[src/rtl/verify_pkg.sv]
// Shared definitions for the verify-code sequencer: FSM encoding, CRC-8 constants
// and the single-bit CRC step used by both the datapath and its reference model.
package verify_pkg;

    localparam logic [1:0] IDLE  = 2'd0;
    localparam logic [1:0] LOAD  = 2'd1;
    localparam logic [1:0] SHIFT = 2'd2;
    localparam logic [1:0] DONE  = 2'd3;

    localparam logic [7:0] CRC8_POLY = 8'h25;
    localparam logic [7:0] CRC8_INIT = 8'hFF;

    function automatic logic [7:0] crc8_step_poly(input logic [7:0] crc,
                                                  input logic       din,
                                                  input logic [7:0] poly);
        logic fb;
        fb = din ^ crc[7];
        return {crc[6:0], 1'b0} ^ (fb ? poly : 8'h00);
    endfunction

    function automatic logic [7:0] crc8_step(input logic [7:0] crc, input logic din);
        return crc8_step_poly(crc, din, CRC8_POLY);
    endfunction

endpackage

[src/rtl/verify_crc8_core.sv]
// Bit-serial CRC-8 register: preset on load, one message bit per shift_en cycle.
module verify_crc8_core
    import verify_pkg::*;
#(
    parameter logic [7:0] POLY = CRC8_POLY,
    parameter logic [7:0] INIT = CRC8_INIT
) (
    input  logic       DOUB_BLF,
    input  logic       rst,
    input  logic       load,
    input  logic       shift_en,
    input  logic       data_bit,
    output logic [7:0] crc
);

    // NOTE: clocked state is always written with <= so every flop samples pre-edge values.
    always_ff @(posedge DOUB_BLF or posedge rst) begin
        if (rst) begin
            crc <= INIT;
        end else if (load) begin
            crc <= INIT;
        end else if (shift_en) begin
            crc <= crc8_step_poly(crc, data_bit, POLY);
        end
    end

endmodule

[src/rtl/verify_sched.sv]
// Round-robin arbiter plus serial CRC-8 sequencer for command-layer verify codes.
// Optional `define VER_CHECK_EN adds exp_code / ver_ok for an in-line code compare.
module verify_sched
    import verify_pkg::*;
#(
    parameter int         NREQ  = 3,
    parameter int         WIDTH = 16,
    parameter logic [7:0] POLY  = CRC8_POLY,
    parameter logic [7:0] INIT  = CRC8_INIT
) (
    input  logic                  DOUB_BLF,
    input  logic                  rst,
    input  logic                  new_cmd,
    input  logic [NREQ-1:0]       req,
    input  logic [NREQ*WIDTH-1:0] req_data,
    output logic [NREQ-1:0]       grant,
    output logic [2:0]            gnt_id,
    output logic                  busy,
    output logic [7:0]            ver_code,
    output logic                  ver_done
`ifdef VER_CHECK_EN
    ,
    input  logic [7:0]            exp_code,
    output logic                  ver_ok
`endif
);

    localparam int CW = $clog2(WIDTH);

    logic [1:0]       state;
    logic [2:0]       ptr;
    logic [CW-1:0]    cnt;
    logic [WIDTH-1:0] shreg;
    logic [WIDTH-1:0] word_sel;
    logic [7:0]       crc;
    logic [7:0]       crc_final;
    logic             win_found;
    logic [2:0]       win_id;
    logic             last_bit;

    // NOTE: every always_comb output gets a default first so no path can infer a latch.
    always_comb begin
        win_found = 1'b0;
        win_id    = ptr;
        for (int i = 0; i < NREQ; i++) begin
            for (int j = 0; j < NREQ; j++) begin
                if (!win_found && req[j] && (j == (int'(ptr) + i) % NREQ)) begin
                    win_found = 1'b1;
                    win_id    = 3'(j);
                end
            end
        end
    end

    always_comb begin
        word_sel = '0;
        grant    = '0;
        for (int j = 0; j < NREQ; j++) begin
            if (gnt_id == 3'(j)) begin
                word_sel = req_data[j*WIDTH +: WIDTH];
                grant[j] = (state == LOAD) && !new_cmd;
            end
        end
    end

    assign busy      = (state != IDLE);
    assign ver_done  = (state == DONE);
    assign last_bit  = (state == SHIFT) && (cnt == '0);
    // Code as it will stand after the final shift, so ver_code is valid during DONE.
    assign crc_final = crc8_step_poly(crc, shreg[WIDTH-1], POLY);

    verify_crc8_core #(
        .POLY (POLY),
        .INIT (INIT)
    ) u_crc (
        .DOUB_BLF (DOUB_BLF),
        .rst      (rst),
        .load     ((state == LOAD) && !new_cmd),
        .shift_en ((state == SHIFT) && !new_cmd),
        .data_bit (shreg[WIDTH-1]),
        .crc      (crc)
    );

    always_ff @(posedge DOUB_BLF or posedge rst) begin
        if (rst) begin
            state    <= IDLE;
            gnt_id   <= '0;
            ptr      <= '0;
            cnt      <= '0;
            shreg    <= '0;
            ver_code <= INIT;
        end else if (new_cmd) begin
            state    <= IDLE;
            ver_code <= INIT;
        end else begin
            case (state)
                IDLE: begin
                    if (win_found) begin
                        state  <= LOAD;
                        gnt_id <= win_id;
                    end
                end
                LOAD: begin
                    shreg <= word_sel;
                    cnt   <= CW'(WIDTH - 1);
                    ptr   <= (gnt_id == 3'(NREQ - 1)) ? 3'd0 : gnt_id + 3'd1;
                    state <= SHIFT;
                end
                SHIFT: begin
                    shreg <= shreg << 1;
                    if (cnt == '0) begin
                        state    <= DONE;
                        ver_code <= crc_final;
                    end else begin
                        cnt <= cnt - 1'b1;
                    end
                end
                default: begin
                    state <= IDLE;
                end
            endcase
        end
    end

`ifdef VER_CHECK_EN
    logic [7:0] exp_q;

    always_ff @(posedge DOUB_BLF or posedge rst) begin
        if (rst) begin
            exp_q  <= '0;
            ver_ok <= 1'b0;
        end else if (new_cmd) begin
            ver_ok <= 1'b0;
        end else if (state == LOAD) begin
            exp_q <= exp_code;
        end else if (last_bit) begin
            ver_ok <= (crc_final == exp_q);
        end
    end
`endif

endmodule

[config.mk]
export PLATFORM = sky130hd
export DESIGN_NAME = verify_sched
export DESIGN_NICKNAME = d
export VERILOG_FILES = /design/src/rtl/verify_pkg.sv /design/src/rtl/verify_crc8_core.sv /design/src/rtl/verify_sched.sv
export SDC_FILE = /design/constraint.sdc
export NUM_CORES = 1
export LEC_CHECK = 0
export CAP_MARGIN = 5
export CORE_MARGIN = 3
export CORE_UTILIZATION = 53
export CTS_CLUSTER_DIAMETER = 120
export DETAILED_ROUTE_END_ITERATION = 10
export GPL_TIMING_DRIVEN = 0
export PLACE_DENSITY = 0.89
export SETUP_SLACK_MARGIN = 0.1
export SLEW_MARGIN = 20
export SYNTH_ARGS = -nofsm -noshare
export SYNTH_HDL_FRONTEND = slang
export SYNTH_SLANG_ARGS = --single-unit
[constraint.sdc]
create_clock -name DOUB_BLF -period 4.8 [get_ports DOUB_BLF]
set_input_delay 0.96 -clock DOUB_BLF [delete_from_list [all_inputs] [get_ports DOUB_BLF]]
set_output_delay 0.96 -clock DOUB_BLF [all_outputs]
set_load 0.005 [all_outputs]
======== Yosys cells after proc, flatten, opt, wreduce, memory -nomap -nowiden ========
Cells that the tools add are included.
word-level totals
  flip-flop bits (word level) ............. 44
  word-level logic and storage cells ...... 114
  bits of input ports ..................... 54
operators by class
  equality and inequality tests ........... 14
  divide/modulo/power cells ............... 3
  reduce and logical (&&, ||, !) cells .... 45
  bitwise logic cells ..................... 3
  $add $sub $neg .......................... 4
  muxes and demuxes ....................... 38
operators by type and width
  operator                                                                   count
  2-bit by 32-bit equality test with 1-bit output (first input constant)     3
  3-bit by 32-bit equality test with 1-bit output (first input constant)     3
  32-bit logical NOT                                                         3
  32-bit by 3-bit remainder unit with 32-bit output (second input constant)  2
  16-bit 2-to-1 mux                                                          3
  8-bit 2-to-1 mux                                                           5
  4-bit by 3-bit remainder unit with 32-bit output (second input constant)   1
  16-bit case mux with 2 select lines                                        1
  3-bit 2-to-1 mux                                                           10
  1-bit logical AND                                                          19
  1-bit 2-to-1 mux                                                           12
  2-bit nonzero test                                                         5
  1-bit logical NOT                                                          9
  4-bit case mux with 2 select lines                                         1
  2-bit AND reduction                                                        4
  8-bit XOR                                                                  1
  2-bit 2-to-1 mux                                                           3
  6-bit 2-to-1 mux                                                           1
  2-bit case mux with 3 select lines                                         1
  3-bit AND reduction                                                        2
  3-bit by 1-bit adder with 4-bit output (second input constant)             1
  3-bit by 2-bit adder with 4-bit output (second input constant)             1
  2-bit equality test (second input constant)                                2
  4-bit logical NOT                                                          1
  13 further kinds                                                           13

======== Logic depth before layout (Yosys ltp) ========
  depth in word-level cells ............... 39
  gate-level depth with buffers ........... 17

======== Modules after synthesis ========
Synthesis repeated with hierarchy kept, for this count alone.
unflattened totals
  cell total of the unflattened synthesis .. 396
  area, all modules ....................... 3,485.8 um^2
by module, submodules not included
  module            times used  cells each  area each (um^2)
  verify_sched      1           366         3,084.2
  verify_crc8_core  1           30          401.6

======== Worst setup path before layout ========
No wires, ideal clock.
  path kind ............................... register to register
  start ................................... reg ptr[0]
  end ..................................... reg state[1]
  cell stages (with the launch flop) ...... 18
  slack ................................... 1,070 ps
  data arrival time ....................... 3,650 ps
  required time ........................... 4,720 ps
  cells stage by stage .................... dfrtp_1 buf_6 buf_2 buf_1 inv_1 ha_1 ha_1 inv_1 ha_1 nand3b_1 a21o_1 a21oi_1 and2_0 clkbuf_1 mux2i_1 a32oi_2 a32oi_1 mux2i_1
on the way
  longest elaborated chain between the ends .. 38
ends and longest elaborated chain
  item                                                                                                        line                 RTL
  from (decl)                                                                                                 verify_sched.sv:31   logic [2:0] ptr;
  from (signal assigned)                                                                                      verify_sched.sv:106  ptr <= (gnt_id == 3'(NREQ - 1)) ? 3'd0 : gnt_id + 3'd1;
  parallel branches: the longest is 35 deep, another holds 32-bit by 3-bit remainder unit with 32-bit output  --
  1-bit 2-to-1 mux (*)                                                                                        verify_sched.sv:47   if (!win_found && req[j] && (j == (int'(ptr) + i) % NREQ)) begin
  3-bit inequality test (no source line) (*)                                                                  --
  2-bit AND reduction (no source line) (*)                                                                    --
  to (signal assigned)                                                                                        verify_sched.sv:86   state <= IDLE;
  to (signal assigned)                                                                                        verify_sched.sv:93   state <= IDLE;
  to (signal assigned)                                                                                        verify_sched.sv:99   state <= LOAD;
  to (decl)                                                                                                   verify_sched.sv:30   logic [1:0] state;
Mark *: on every way between the ends.
A chain may end at the register's enable or synchronous reset.

======== Worst setup path after layout ========
Same ends and word-level chain as after synthesis.

==> impl_metrics.py <==
metrics = {
    "timing": {
        "rsz0062_at_grt": "no",
        "slew_viol_final": 0,
        "finClkSkew_ns": 0.00434,
        "max_slew.worst_pin.slew_ns": 0.633,
        "min_period_ns": 4.29,
        "setup_viol": 0,
        "fin_ws_ns": 0.513,
        "tns_ns": 0,
        "clock.fmax_mhz": 233,
        "hold_viol_final": 0,
        "timing.hold.ws_ns": 0.489,
        "relSlewSlack": 0.575,
        "fin_crit_sh": 0.893,
    },
    "synthesis": {
        "yosysSeqAreaShare": 0.300,
        "synth_mux_area_frac": 0.0221,
        "synth_edf_count": 0,
        "ys_ff_latch": 44,
        "synthArstFlopShare": 1.00,
        "synth_flop_cell": "dfrtp_1",
        "synth_cells": 450,
        "avgSynthCellArea_um2": 8.31,
        "syn_nets": 530,
        "synth_xor_area_frac": 0.0164,
        "synth_top_cell_area_share": 0.187,
        "syn_area_mm2": 0.00374,
        "synthSimpleGateAreaFrac": 0.194,
        "synth_compound_area_frac": 0.287,
        "synthAdderAreaFrac": 0.0891,
        "synth_top_family_by_area": "compound AO/OA/AOI/OAI gates",
        "yosys.area.top_type": "dfrtp_1",
        "yosys-top-cells-area": "dfrtp_1 (19%), dfstp_2 (11%), ha_1 (8.4%), o21ai_0 (4.8%), inv_1 (4.6%)",
        "ys_warn_count": 0,
        "netlist-cell-type-count": 73,
    },
    "power_and_ir_drop": {
        "pwr-share-comb": 0.710,
        "powerDensity_mw_per_mm2": 681,
        "p_seq_frac": 0.201,
        "power_switching_uw": 1570,
        "internal_power_uw": 1620,
        "p_leak_uw": 0.00191,
        "p_sw_frac": 0.492,
        "p_total_uw": 3190,
        "peakVddDrop_v": 0.000343,
        "clkPwrFrac": 0.089,
    },
    "finish": {
        "multi_input_area_mm2": 0.00228,
        "drive_above_1_share": 0.121,
        "mostFrequentLayoutCell": "clkdlybuf4s50_1",
        "nets": 607,
        "final_cell_mix": "clkdlybuf4s50_1 (69), inv_1 (45), nor2_1 (42), o21ai_0 (36), a21oi_1 (29)",
        "nFillCells": 521,
        "layout-area-overhead-vs-synth_pct": 25.5,
        "antenna_cells": 0,
        "seq_area_mm2": 0.00112,
        "postLayoutCoreUtil": 0.710,
    },
    "critical_path": {
        "cp_max_fo": 10,
        "cp_common_cell": "ha_1",
        "r2r-end": "state[1]",
        "cp_cell_sequence": "buf_6 > buf_2 > clkbuf_2 > inv_1 > ha_1 > ha_1 > inv_1 > ha_1 > nand3b_1 > a21o_1 > a21oi_1 > and2_0 > clkbuf_1 > mux2i_1 > a32oi_2 > a32oi_1 > mux2i_1",
        "timing.reg2reg.setup_slack_ns": 0.51,
        "crit_path_end_kind": "flop",
        "reg2reg_from": "ptr[0]",
        "crit_slowest_cell": "dfrtp_1",
        "r2r_cells": 17,
        "critPathMaxStageDelay_ns": 0.58,
        "path_class": "reg2reg",
        "cp_data_arrival_time_ns": 4.51,
        "cp-endpoint": "state[1]",
        "cp-start-kind": "flop",
        "required_ns": 5.03,
        "worstSetupStartpoint": "ptr[0]",
    },
    "die": {
        "initial_core_util": 0.566,
        "die_h_um": 90.0,
        "ios": 70,
        "rows": 29,
        "die_w_um": 90.0,
        "die-area_mm2": 0.00810,
        "core_mm2": 0.00660,
    },
    "route": {
        "ant_nets": 0,
        "drc_errors": 0,
        "wl_per_cell_um": 15.9,
        "vias": 3774,
        "drt_pass1_iterations": 5,
        "drt_wl_total_mm": 9.90,
        "vias_per_cell": 6.08,
        "drtIter0Drc": 289,
    },
    "clocking": {
        "insertion_delay_ns": 0.30,
        "cts_tree": "built",
        "cts_setup_buffers": 0,
        "clk_pin_slew_ns": 0.09,
        "numCtsBuffers": 5,
        "root_buffer": "clkbuf_8",
        "htree_num_levels": 2,
        "numClockSinks": 44,
        "ctsLongestPathBuffers": 2,
    },
    "min_path": {
        "min_path_type": "reg2reg",
    },
    "grt": {
        "track_usage": 0.251,
        "grt_pass1_wl_mm": 17.3,
        "grt_max_degree": 24,
        "grt_pass1_vias": 3747,
        "overflow": 0,
        "antenna_found_initial": 0,
    },
    "run": {
        "cap_viol_max_count": 0,
    },
    "placement": {
        "place_hpwl_mm": 7.65,
        "port_buffers": 69,
        "place_congestion": 0.951,
        "pre_cts_slack_ns": 0.471,
    },
    "run_status": {
        "outcome": "finished clean",
    },
}
[timing repair]
item / 4_1_cts / 5_1_grt
resized for setup: 0 / 1
endpoints found under the setup margin: 0 / 1
hold buffers: 0 / 0
[sequential cells by signal, summed over array words and instances, names as in the netlist]
register / cells
shreg: 16
u_crc.crc: 8
ver_code: 8
cnt: 4
gnt_id: 3
ptr: 3
state: 2
[cells in the mapped netlist (all sizes together), types with 8 or more instances]
master  instances
buf             8
a21oi          30
a31oi           9
dfrtp          28
o221ai         21
dfstp          16
nand3          15
inv            46
nand2b          8
o21ai          37
ha             25
nand3b         10
nor3           10
nor2           42
nand2          20
clkbuf         22
o22ai          16
[power by group through the flow]
stage | logic [µW] | clock network [µW] | registers, µW
2_1_floorplan | 1730 | 0 | 607
3_3_place_gp | 2110 | 0 | 635
3_5_place_dp | 2200 | 0 | 643
4_1_cts | 2220 | 288 | 636
5_1_grt | 2490 | 300 | 657
6_report | 2270 | 283 | 641
[worst min path at each step]
stage	start	to	slack [ns]	depth (start not counted)
after CTS	ver_code[1]	ver_code[1]	0.49	2
final	ver_code[1]	ver_code[1]	0.49	2
after global placement	ver_code[1]	ver_code[1]	0.47	2
after detailed placement	ver_code[1]	ver_code[1]	0.48	2
after global routing	ver_code[1]	ver_code[1]	0.52	2
after floorplan	shreg[0]	shreg[0]	0.45	2
[worst max-delay path: cells and delay by family, from the launching register on]
kind	cells	cell delay, ns
DFF	1	0.58
muxes	2	0.45
buffers and inverters	6	1.05
AOI/OAI and AO/OA	4	0.96
adders and majority gates	3	0.90
and+or+nand+nor	2	0.26
[kinds of logic (layout without fill, tap and decap cells)]
logic type      after synthesis  count (layout)
compound gates              150             150
xor+xnor                      7               7
fa+ha+maj                    26              26
buf+inv                      76             154
flops                        44              44
mux                           8               8
other cells                   1               1
simple gates                138             138
[final cells by class]
class / instances / share of cell area
multi-input cells: 330 / 0.486
flip-flops and latches: 44 / 0.239
repair buffers: 70 / 0.153
inverters: 46 / 0.0368
plain buffers: 30 / 0.0355
well taps: 93 / 0.0248
clock buffers: 7 / 0.0229
clock inverters: 1 / 0.00187
[through the flow]
step,instance area (µm²),std cells
after floorplan,3740,450
after global placement,4540,612
after detailed placement,4570,613
after CTS,4690,621
after global routing,4690,621
final,4690,621
[layer usage]
metal  share of wire  up-vias  GRT usage
met5               0        -          0
met4           0.013        0     0.0676
met3           0.076       15     0.0518
met2            0.49      186      0.429
met1            0.42     1782      0.325
li1                -     1791          -
Note: power is estimated with default switching activity, not from simulation.
